===== config.mk =====
export PLATFORM = sky130hd
export DESIGN_NAME = ex_stage_mc
export DESIGN_NICKNAME = d
export VERILOG_FILES = /design/src/rtl/ex_pkg.sv /design/src/rtl/ex_val2_gen.sv /design/src/rtl/ex_stage_mc.sv
export SDC_FILE = /design/constraint.sdc
export NUM_CORES = 2
export LEC_CHECK = 0
export CORE_ASPECT_RATIO = 2
export CORE_UTILIZATION = 53
export DETAILED_ROUTE_END_ITERATION = 8
export PLACE_DENSITY = 0.89
export SYNTH_ARGS = -nofsm -noshare
export SYNTH_HDL_FRONTEND = slang
export SYNTH_SLANG_ARGS = --single-unit

===== constraint.sdc =====
create_clock -name clk -period 11.7 [get_ports clk]
set_clock_uncertainty 0.1 [all_clocks]
set_input_delay 2.925 -clock clk [delete_from_list [all_inputs] [get_ports clk]]
set_output_delay 2.925 -clock clk [all_outputs]
set_load 0.01 [all_outputs]

===== src/rtl/ex_pkg.sv =====
// Shared encodings for the multi-cycle execute stage: ALU commands, shift types,
// forwarding selects and the multiplier FSM state.
package ex_pkg;

    localparam logic [3:0] CMD_MOV = 4'b0001;
    localparam logic [3:0] CMD_MVN = 4'b1001;
    localparam logic [3:0] CMD_ADD = 4'b0010;
    localparam logic [3:0] CMD_ADC = 4'b0011;
    localparam logic [3:0] CMD_SUB = 4'b0100;
    localparam logic [3:0] CMD_SBC = 4'b0101;
    localparam logic [3:0] CMD_AND = 4'b0110;
    localparam logic [3:0] CMD_ORR = 4'b0111;
    localparam logic [3:0] CMD_EOR = 4'b1000;
    localparam logic [3:0] CMD_MUL = 4'b1010;

    localparam logic [1:0] SH_LSL = 2'b00;
    localparam logic [1:0] SH_LSR = 2'b01;
    localparam logic [1:0] SH_ASR = 2'b10;
    localparam logic [1:0] SH_ROR = 2'b11;

    localparam logic [1:0] FWD_REG = 2'b00;
    localparam logic [1:0] FWD_MEM = 2'b01;
    localparam logic [1:0] FWD_WB  = 2'b10;

    typedef enum logic {
        ST_IDLE = 1'b0,
        ST_BUSY = 1'b1
    } ex_state_e;

endpackage


===== src/rtl/ex_val2_gen.sv =====
// Operand-2 generator: rotated imm8, shifted register, or zero-extended memory offset.
// Purely combinational.
module ex_val2_gen
    import ex_pkg::*;
#(
    parameter int DATA_W = 32
) (
    input  logic [DATA_W-1:0] val_rm,
    input  logic [11:0]       shift_operand,
    input  logic              immd,
    input  logic              mem_op,
    output logic [DATA_W-1:0] val2
);

    logic [2*DATA_W-1:0] rot_src;
    logic [DATA_W-1:0]   imm_ext;
    logic [4:0]          shift_imm;
    int unsigned         rot_amt;

    always_comb begin
        val2      = '0;
        rot_src   = '0;
        rot_amt   = 0;
        imm_ext   = DATA_W'(shift_operand[7:0]);
        shift_imm = shift_operand[11:7];
        if (mem_op) begin
            val2 = DATA_W'(shift_operand);
        end else if (immd) begin
            rot_amt = 32'({shift_operand[11:8], 1'b0}) % DATA_W;
            rot_src = {imm_ext, imm_ext} >> rot_amt;
            val2    = rot_src[DATA_W-1:0];
        end else begin
            case (shift_operand[6:5])
                SH_LSL: val2 = val_rm << shift_imm;
                SH_LSR: val2 = val_rm >> shift_imm;
                SH_ASR: val2 = $signed(val_rm) >>> shift_imm;
                default: begin
                    // rotating a doubled copy keeps the wrap-around in one shift
                    rot_amt = 32'(shift_imm) % DATA_W;
                    rot_src = {val_rm, val_rm} >> rot_amt;
                    val2    = rot_src[DATA_W-1:0];
                end
            endcase
        end
    end

endmodule


===== src/rtl/ex_stage_mc.sv =====
// Execute stage with EX/MEM register and an iterative multiplier that stalls upstream.
// Single-cycle ops register next cycle; MUL takes N_ITER+1 cycles.
module ex_stage_mc
    import ex_pkg::*;
#(
    parameter int DATA_W             = 32,
    parameter int ADDR_W             = 32,
    parameter int REG_ADDR_W         = 4,
    parameter int MUL_BITS_PER_CYCLE = 8
) (
    input  logic                  clk,
    input  logic                  rst,
    input  logic                  freeze_in,
    input  logic                  flush_in,
    input  logic                  valid_in,
    input  logic [ADDR_W-1:0]     pc_in,
    input  logic                  wb_en_in,
    input  logic                  mem_r_en_in,
    input  logic                  mem_w_en_in,
    input  logic                  status_w_en_in,
    input  logic                  branch_taken_in,
    input  logic                  immd_in,
    input  logic [3:0]            exe_cmd_in,
    input  logic [DATA_W-1:0]     val_rn_in,
    input  logic [DATA_W-1:0]     val_rm_in,
    input  logic [REG_ADDR_W-1:0] dest_in,
    input  logic [23:0]           signed_immd_24_in,
    input  logic [11:0]           shift_operand_in,
    input  logic [3:0]            status_reg_in,
    input  logic [1:0]            fwd_sel_src1,
    input  logic [1:0]            fwd_sel_src2,
    input  logic [DATA_W-1:0]     mem_wb_value,
    input  logic [DATA_W-1:0]     wb_wb_value,
    output logic                  stall_out,
    output logic                  wb_en_hazard_out,
    output logic [REG_ADDR_W-1:0] dest_hazard_out,
    output logic                  status_w_en_out,
    output logic [3:0]            status_out,
    output logic                  branch_taken_out,
    output logic [ADDR_W-1:0]     branch_address_out,
    output logic                  valid_out,
    output logic                  wb_en_out,
    output logic                  mem_r_en_out,
    output logic                  mem_w_en_out,
    output logic [DATA_W-1:0]     alu_res_out,
    output logic [DATA_W-1:0]     val_rm_out,
    output logic [REG_ADDR_W-1:0] dest_out
);

    localparam int N_ITER = DATA_W / MUL_BITS_PER_CYCLE;
    localparam int CNT_W  = $clog2(N_ITER + 1);
    localparam logic [CNT_W-1:0] LAST = CNT_W'(N_ITER - 1);

    ex_state_e             state_q, state_d;
    logic [CNT_W-1:0]      cnt_q;
    logic [DATA_W-1:0]     mcand_q, mplier_q, acc_q, mul_rm_q;
    logic                  mul_wb_en_q, mul_mem_r_q, mul_mem_w_q;
    logic [REG_ADDR_W-1:0] mul_dest_q;

    logic [DATA_W-1:0] rn_fwd, rm_fwd, val2, alu_res, mul_sum, result, b_eff;
    logic [DATA_W:0]   sum;
    logic              cin, alu_c, alu_v;
    logic              is_mul, busy, mul_start, mul_step, mul_done, commit;

    always_comb begin
        case (fwd_sel_src1)
            FWD_MEM: rn_fwd = mem_wb_value;
            FWD_WB:  rn_fwd = wb_wb_value;
            default: rn_fwd = val_rn_in;
        endcase
        case (fwd_sel_src2)
            FWD_MEM: rm_fwd = mem_wb_value;
            FWD_WB:  rm_fwd = wb_wb_value;
            default: rm_fwd = val_rm_in;
        endcase
    end

    ex_val2_gen #(.DATA_W(DATA_W)) u_val2_gen (
        .val_rm        (rm_fwd),
        .shift_operand (shift_operand_in),
        .immd          (immd_in),
        .mem_op        (mem_r_en_in | mem_w_en_in),
        .val2          (val2)
    );

    // Subtraction is a + ~b + carry, so C comes out as "not borrow".
    always_comb begin
        alu_res = '0;
        alu_c   = status_reg_in[1];
        alu_v   = status_reg_in[0];
        b_eff   = (exe_cmd_in == CMD_SUB || exe_cmd_in == CMD_SBC) ? ~val2 : val2;
        cin     = (exe_cmd_in == CMD_SUB) |
                  ((exe_cmd_in == CMD_ADC || exe_cmd_in == CMD_SBC) & status_reg_in[1]);
        sum     = {1'b0, rn_fwd} + {1'b0, b_eff} + {{DATA_W{1'b0}}, cin};
        case (exe_cmd_in)
            CMD_MOV: alu_res = val2;
            CMD_MVN: alu_res = ~val2;
            CMD_ADD, CMD_ADC, CMD_SUB, CMD_SBC: begin
                alu_res = sum[DATA_W-1:0];
                alu_c   = sum[DATA_W];
                alu_v   = (rn_fwd[DATA_W-1] == b_eff[DATA_W-1]) &&
                          (sum[DATA_W-1] != rn_fwd[DATA_W-1]);
            end
            CMD_AND: alu_res = rn_fwd & val2;
            CMD_ORR: alu_res = rn_fwd | val2;
            CMD_EOR: alu_res = rn_fwd ^ val2;
            default: alu_res = '0;
        endcase
    end

    assign busy      = (state_q == ST_BUSY);
    assign is_mul    = (exe_cmd_in == CMD_MUL);
    assign mul_start = !busy && valid_in && is_mul && !flush_in && !freeze_in;
    assign mul_step  = busy && !flush_in && !freeze_in;
    assign mul_done  = mul_step && (cnt_q == LAST);
    assign commit    = !flush_in && !freeze_in && ((!busy && !is_mul) || mul_done);
    assign mul_sum   = acc_q + mcand_q * DATA_W'(mplier_q[MUL_BITS_PER_CYCLE-1:0]);
    assign result    = busy ? mul_sum : alu_res;

    assign status_out         = {result[DATA_W-1], ~|result,
                                 busy ? status_reg_in[1:0] : {alu_c, alu_v}};
    assign status_w_en_out    = status_w_en_in & valid_in & commit;
    assign branch_taken_out   = branch_taken_in & valid_in & commit;
    assign branch_address_out = pc_in + (ADDR_W'($signed(signed_immd_24_in)) << 2);
    assign wb_en_hazard_out   = wb_en_in;
    assign dest_hazard_out    = dest_in;

    always_comb begin
        state_d   = state_q;
        stall_out = 1'b0;
        if (flush_in) begin
            state_d = ST_IDLE;
        end else if (freeze_in) begin
            stall_out = 1'b1;
        end else if (mul_start) begin
            state_d   = ST_BUSY;
            stall_out = 1'b1;
        end else if (busy) begin
            stall_out = (cnt_q != LAST);
            if (cnt_q == LAST) state_d = ST_IDLE;
        end
    end

    always_ff @(posedge clk) begin
        if (rst) state_q <= ST_IDLE;
        else     state_q <= state_d;
    end

    always_ff @(posedge clk) begin
        if (rst)           cnt_q <= '0;
        else if (mul_start || mul_done) cnt_q <= '0;
        else if (mul_step) cnt_q <= cnt_q + CNT_W'(1);
    end

    // Shift-and-add: the multiplicand moves up as multiplier digits are consumed.
    always_ff @(posedge clk) begin
        if (mul_start) begin
            mcand_q     <= rn_fwd;
            mplier_q    <= rm_fwd;
            acc_q       <= '0;
            mul_rm_q    <= rm_fwd;
            mul_wb_en_q <= wb_en_in;
            mul_mem_r_q <= mem_r_en_in;
            mul_mem_w_q <= mem_w_en_in;
            mul_dest_q  <= dest_in;
        end else if (mul_step) begin
            acc_q    <= mul_sum;
            mcand_q  <= mcand_q << MUL_BITS_PER_CYCLE;
            mplier_q <= mplier_q >> MUL_BITS_PER_CYCLE;
        end
    end

    always_ff @(posedge clk) begin
        if (rst || flush_in || mul_start) begin
            valid_out    <= 1'b0;
            wb_en_out    <= 1'b0;
            mem_r_en_out <= 1'b0;
            mem_w_en_out <= 1'b0;
            alu_res_out  <= '0;
            val_rm_out   <= '0;
            dest_out     <= '0;
        end else if (mul_done) begin
            valid_out    <= 1'b1;
            wb_en_out    <= mul_wb_en_q;
            mem_r_en_out <= mul_mem_r_q;
            mem_w_en_out <= mul_mem_w_q;
            alu_res_out  <= mul_sum;
            val_rm_out   <= mul_rm_q;
            dest_out     <= mul_dest_q;
        end else if (!freeze_in && !busy) begin
            valid_out    <= valid_in;
            wb_en_out    <= wb_en_in & valid_in;
            mem_r_en_out <= mem_r_en_in & valid_in;
            mem_w_en_out <= mem_w_en_in & valid_in;
            alu_res_out  <= alu_res;
            val_rm_out   <= rm_fwd;
            dest_out     <= dest_in;
        end
    end

endmodule


==> results.cfg, run 1 <==
[synthesis]
synth-seq-cells = 211
ys_top_cells_by_area = fa_1, edfxtp_1, dfxtp_1
yosysMostFrequentCell = nand2_1
synthFlopType = dfxtp_1
avgSynthCellArea_sq_um = 8.11
yosysTopAreaCell = fa_1
netlist_area_sq_mm = 0.0291
synthTopCellsByCount = nand2_1, inv_1, nor2_1
netlist.area_leader.share = 0.130
yosysSeqAreaShare = 0.181
synthCells = 3587
synth_cell_types = 90
syn_nets = 4170
synth-edff-count = 103
ys_warn_count = 0
ys_async_sr_fraction = 0

[grt]
grt_max_degree = 95
grt_first_pass_wirelength_mm = 301
grt_remaining_overflow = 393
grt_pass1_vias = 42700
grt_use_total = 0.718

[floorplan]
io_pins = 339
die_y_um = 333
num_rows = 121
start_util = 0.535
die_w_um = 168

[status]
status = did not finish
lastStage = 5_1_grt
error = [ERROR GRT-0116] Global routing finished with congestion. Check the congestion regions in the DRC Viewer.

[clocking]
h-tree-depth = 1
root_buffer = clkbuf_16
max-clock-path-buffers = 3
cts.sinks = 211
cts_buffers = 20

[placement]
hpwlAfterDp_mm = 126
io_buffers = 332
finalWeightedCongestion = 1.18
==> kinds of logic after synthesis <==
logic type / Yosys count / share of synthesized area
flops: 211 / 0.181
xor+xnor: 127 / 0.0383
fa+ha+maj: 360 / 0.204
buf+inv: 590 / 0.0796
compound gates: 1019 / 0.239
simple gates: 1125 / 0.176
mux: 155 / 0.0827
==> timing repair <==
| item | 4_1_cts |
|---|---|
| endpoints found under the hold margin | 0 |
| setup endpoints to repair | 4 |
| pin swaps | 79 |
| cloned | 3 |
| setup buffers | 79 |
| hold buffers | 0 |
| gates resized for setup | 204 |
==> metal layers <==
metal  global-route usage  GRT overflow
met1                0.697             1
met3                0.472             2
met4                0.786           174
met5                0.193             0
met2                0.948           216
==> per-stage QoR <==
step | instances | area, sq um | TNS, ns | hold slack, ns | setup WS [ns]
after global placement | 5172 | 38700 | -6.56 | 0.342 | -1.86
after detailed placement | 5172 | 38700 | -6.45 | 0.350 | -1.83
after CTS | 5290 | 40700 | -1.25 | 0.356 | -0.524
after floorplan | 3587 | 29100 | 0 | 0.339 | 0.0430
==> run 2: changes to the inputs <==
CORE_ASPECT_RATIO = unset   (was 2)
CORE_UTILIZATION = 40   (was 53)
PLACE_DENSITY = unset   (was 0.89)
PLACE_DENSITY_LB_ADDON = 0.15   (was unset)
clock period = 15.21 ns   (was 11.7 ns; I/O delays follow)
==> results.cfg, run 2 <==
[grt]
grt_remaining_overflow = 0
grt_first_pass_wirelength_mm = 196
grt_use_total = 0.356
antenna_found_initial = 4
grt_max_degree = 95
grt_pass1_vias = 29700

[clocking]
max-clock-path-buffers = 3
path_clk_slew_ns = 0.06
h-tree-depth = 1
cts_buffers = 25
hold_buffers = 0
root_buffer = clkbuf_16
cts_tree = yes
worstSkewPairLatency_ns = 0.55
cts.sinks = 211

[synthesis]
ys_async_sr_fraction = 0
synth-edff-count = 103
avgSynthCellArea_sq_um = 8.11
synth_cell_types = 90
synth-seq-cells = 211
synthCells = 3587
netlist.area_leader.share = 0.130
ys_warn_count = 0
synthTopCellsByCount = nand2_1, inv_1, nor2_1
yosysSeqAreaShare = 0.181
syn_nets = 4170
synthFlopType = dfxtp_1
netlist_area_sq_mm = 0.0291
ys_top_cells_by_area = fa_1, edfxtp_1, dfxtp_1
yosysMostFrequentCell = nand2_1
yosysTopAreaCell = fa_1

[floorplan]
start_util = 0.405
io_pins = 339
die_w_um = 272
core_sq_mm = 0.0717
die-area_sq_mm = 0.0738
die_y_um = 272
num_rows = 98

[pwr]
powerDensity_mw_per_mm2 = 111
leakage_nw = 15.5
combPwrFrac = 0.687
total_power_w = 0.00407
seqPwrFrac = 0.162
power.share.clock = 0.151
p_switching_w = 0.00195
p_sw_frac = 0.479
p_int_w = 0.00212
vdd_drop_max_uv = 184

[finish]
layout.nets = 4685
drive_gt1_frac = 0.148
synthToLayoutAreaGrowth_pct = 26.4
layout_common_cells = nand2_1, buf_4, inv_1
final_cells = 5072
final_common_cell = nand2_1

[timing]
relSlewSlack = 0.0969
hold_violations = 0
tightest_slew_ns = 1.34
period_share = 0.985
setup_viol = 0
max_freq_ghz = 0.0667
drv_slew = 0
post-route-min-period_ns = 14.99

[routing]
routedWlPerCell_um = 26.6
drc = 0
routedLengthMet1_mm = 53.7
wl_met2_mm = 60.3
drt_iter0_drc = 3168
top_layer_used = met5
drt-pass1-iter-count = 6
num_vias = 30800
route.met3.wl_mm = 12.3
routed_wl_mm = 135
viasPerCell = 6.07
ant_nets = 0

[status]
status = completed

[critical_path]
path_max_fanout = 13
critPathKind = in -> out
critPathCaptureType = primary output
crit_required_ns = 11.31
start_kind = input pin
max_stage_delay_ns = 0.56
slowest_stage = mux4_2
path_delay_family = simple AND/OR/NAND/NOR gates
cp_num_buf_inv = 6
crit_top_cell = buf_4
critPathArrivalTime_ns = 11.08

[hold_path]
hold_path.class = reg -> reg

[placement]
dp.cells = 5024
io_buffers = 332
hpwlAfterDp_mm = 108
finalWeightedCongestion = 1.08

[flow_run]
cap_violations = 0
-- run 2: cell counts after synthesis --
Identical to the previous run, type by type.
-- run 2: layer usage --
| metal | track usage | vias up |
|---|---|---|
| met5 | 0 | - |
| met1 | 0.453 | 14900 |
| li1 | - | 13900 |
| met3 | 0.0775 | 374 |
| met4 | 0.185 | 4 |
| met2 | 0.565 | 1614 |
-- run 2: area by class of cell --
class | instances | area, sq um
multi-input cells | 2786 | 21700
well taps | 950 | 1190
repair buffers | 741 | 6470
inverters | 337 | 1260
flip-flops and latches | 211 | 5260
clock buffers | 35 | 723
diodes | 1 | 2.50
fillers | 7046 | 35000
clock inverters | 11 | 116
-- run 2: worst register-to-register path, cell delays in order, from the launching register on --
cell and delay [ns]:
edfxtp_1 0.32, buf_4 0.36, nand2_1 0.19, fa_1 0.53, inv_1 0.06, fa_1 0.50, inv_1 0.05, fa_1 0.54
inv_1 0.05, fa_1 0.44, ha_1 0.37, a21oi_1 0.19, o221ai_1 0.16, a21oi_1 0.17, nor2b_1 0.10, or3_1 0.36
o21bai_1 0.18, a21oi_1 0.46, o211ai_1 0.20, a21oi_1 0.22, xnor2_1 0.22, a22oi_1 0.15, a21oi_1 0.16
-- run 2: logic make-up (layout without fill, tap and decap cells) --
logic type,Yosys count,count (layout),synth area share
AND/OR/NAND/NOR,1125,1125,0.176
other,0,1,0
XOR/XNOR,127,127,0.0383
multiplexers,155,155,0.0827
adder cells (fa/ha/maj),360,360,0.204
AO/OA/AOI/OAI,1019,1019,0.239
buffers and inverters,590,1124,0.0796
flip-flops,211,211,0.181
-- run 2: final timing paths --
| kind | start | to | slack (ns) | cells after the start |
|---|---|---|---|---|
| setup / recovery | fwd_sel_src2[1] | status_out[2] | 0.22 | 27 |
| hold / removal | val_rm_out[9]$_SDFFE_PP0P_ | val_rm_out[9]$_SDFFE_PP0P_ | 0.35 | 2 |
| hold reg to reg | val_rm_out[9]$_SDFFE_PP0P_ | val_rm_out[9]$_SDFFE_PP0P_ | 0.35 | 2 |
| setup reg to reg | mplier_q[0]$_DFFE_PP_ | alu_res_out[30]$_SDFFE_PP0P_ | 9.05 | 22 |
-- run 2: power groups by stage --
stage               combinational [W]  clock (W)  sequential, W
floorplan                     0.00178          0       0.000668
CTS                           0.00273   0.000622       0.000659
finish                        0.00280   0.000615       0.000660
detailed placement            0.00272          0       0.000672
global route                  0.00304   0.000648       0.000663
global placement              0.00271          0       0.000671
-- run 2: metrics by stage --
step	utilization	area [sq um]	setup WS [ns]	hold WS (ns)	TNS [ns]
finish	0.512	36700	0.223	0.353	0
global route	0.512	36700	-0.000445	0.377	-0.000445
CTS	0.511	36600	0.0658	0.355	0
detailed placement	0.498	35800	-0.415	0.347	-0.415
global placement	0.498	35800	-0.403	0.344	-0.403
floorplan	-	29100	1.54	0.339	0
-- run 2: timing repair --
| item | CTS | global route |
|---|---|---|
| pin swaps | 3 | 10 |
| resized for setup | 7 | 24 |
| buffers inserted | 0 | 1 |
| endpoints found under the setup margin | 1 | 4 |
| gates cloned | 0 | 0 |
Note: power is estimated with default switching activity, not from simulation.
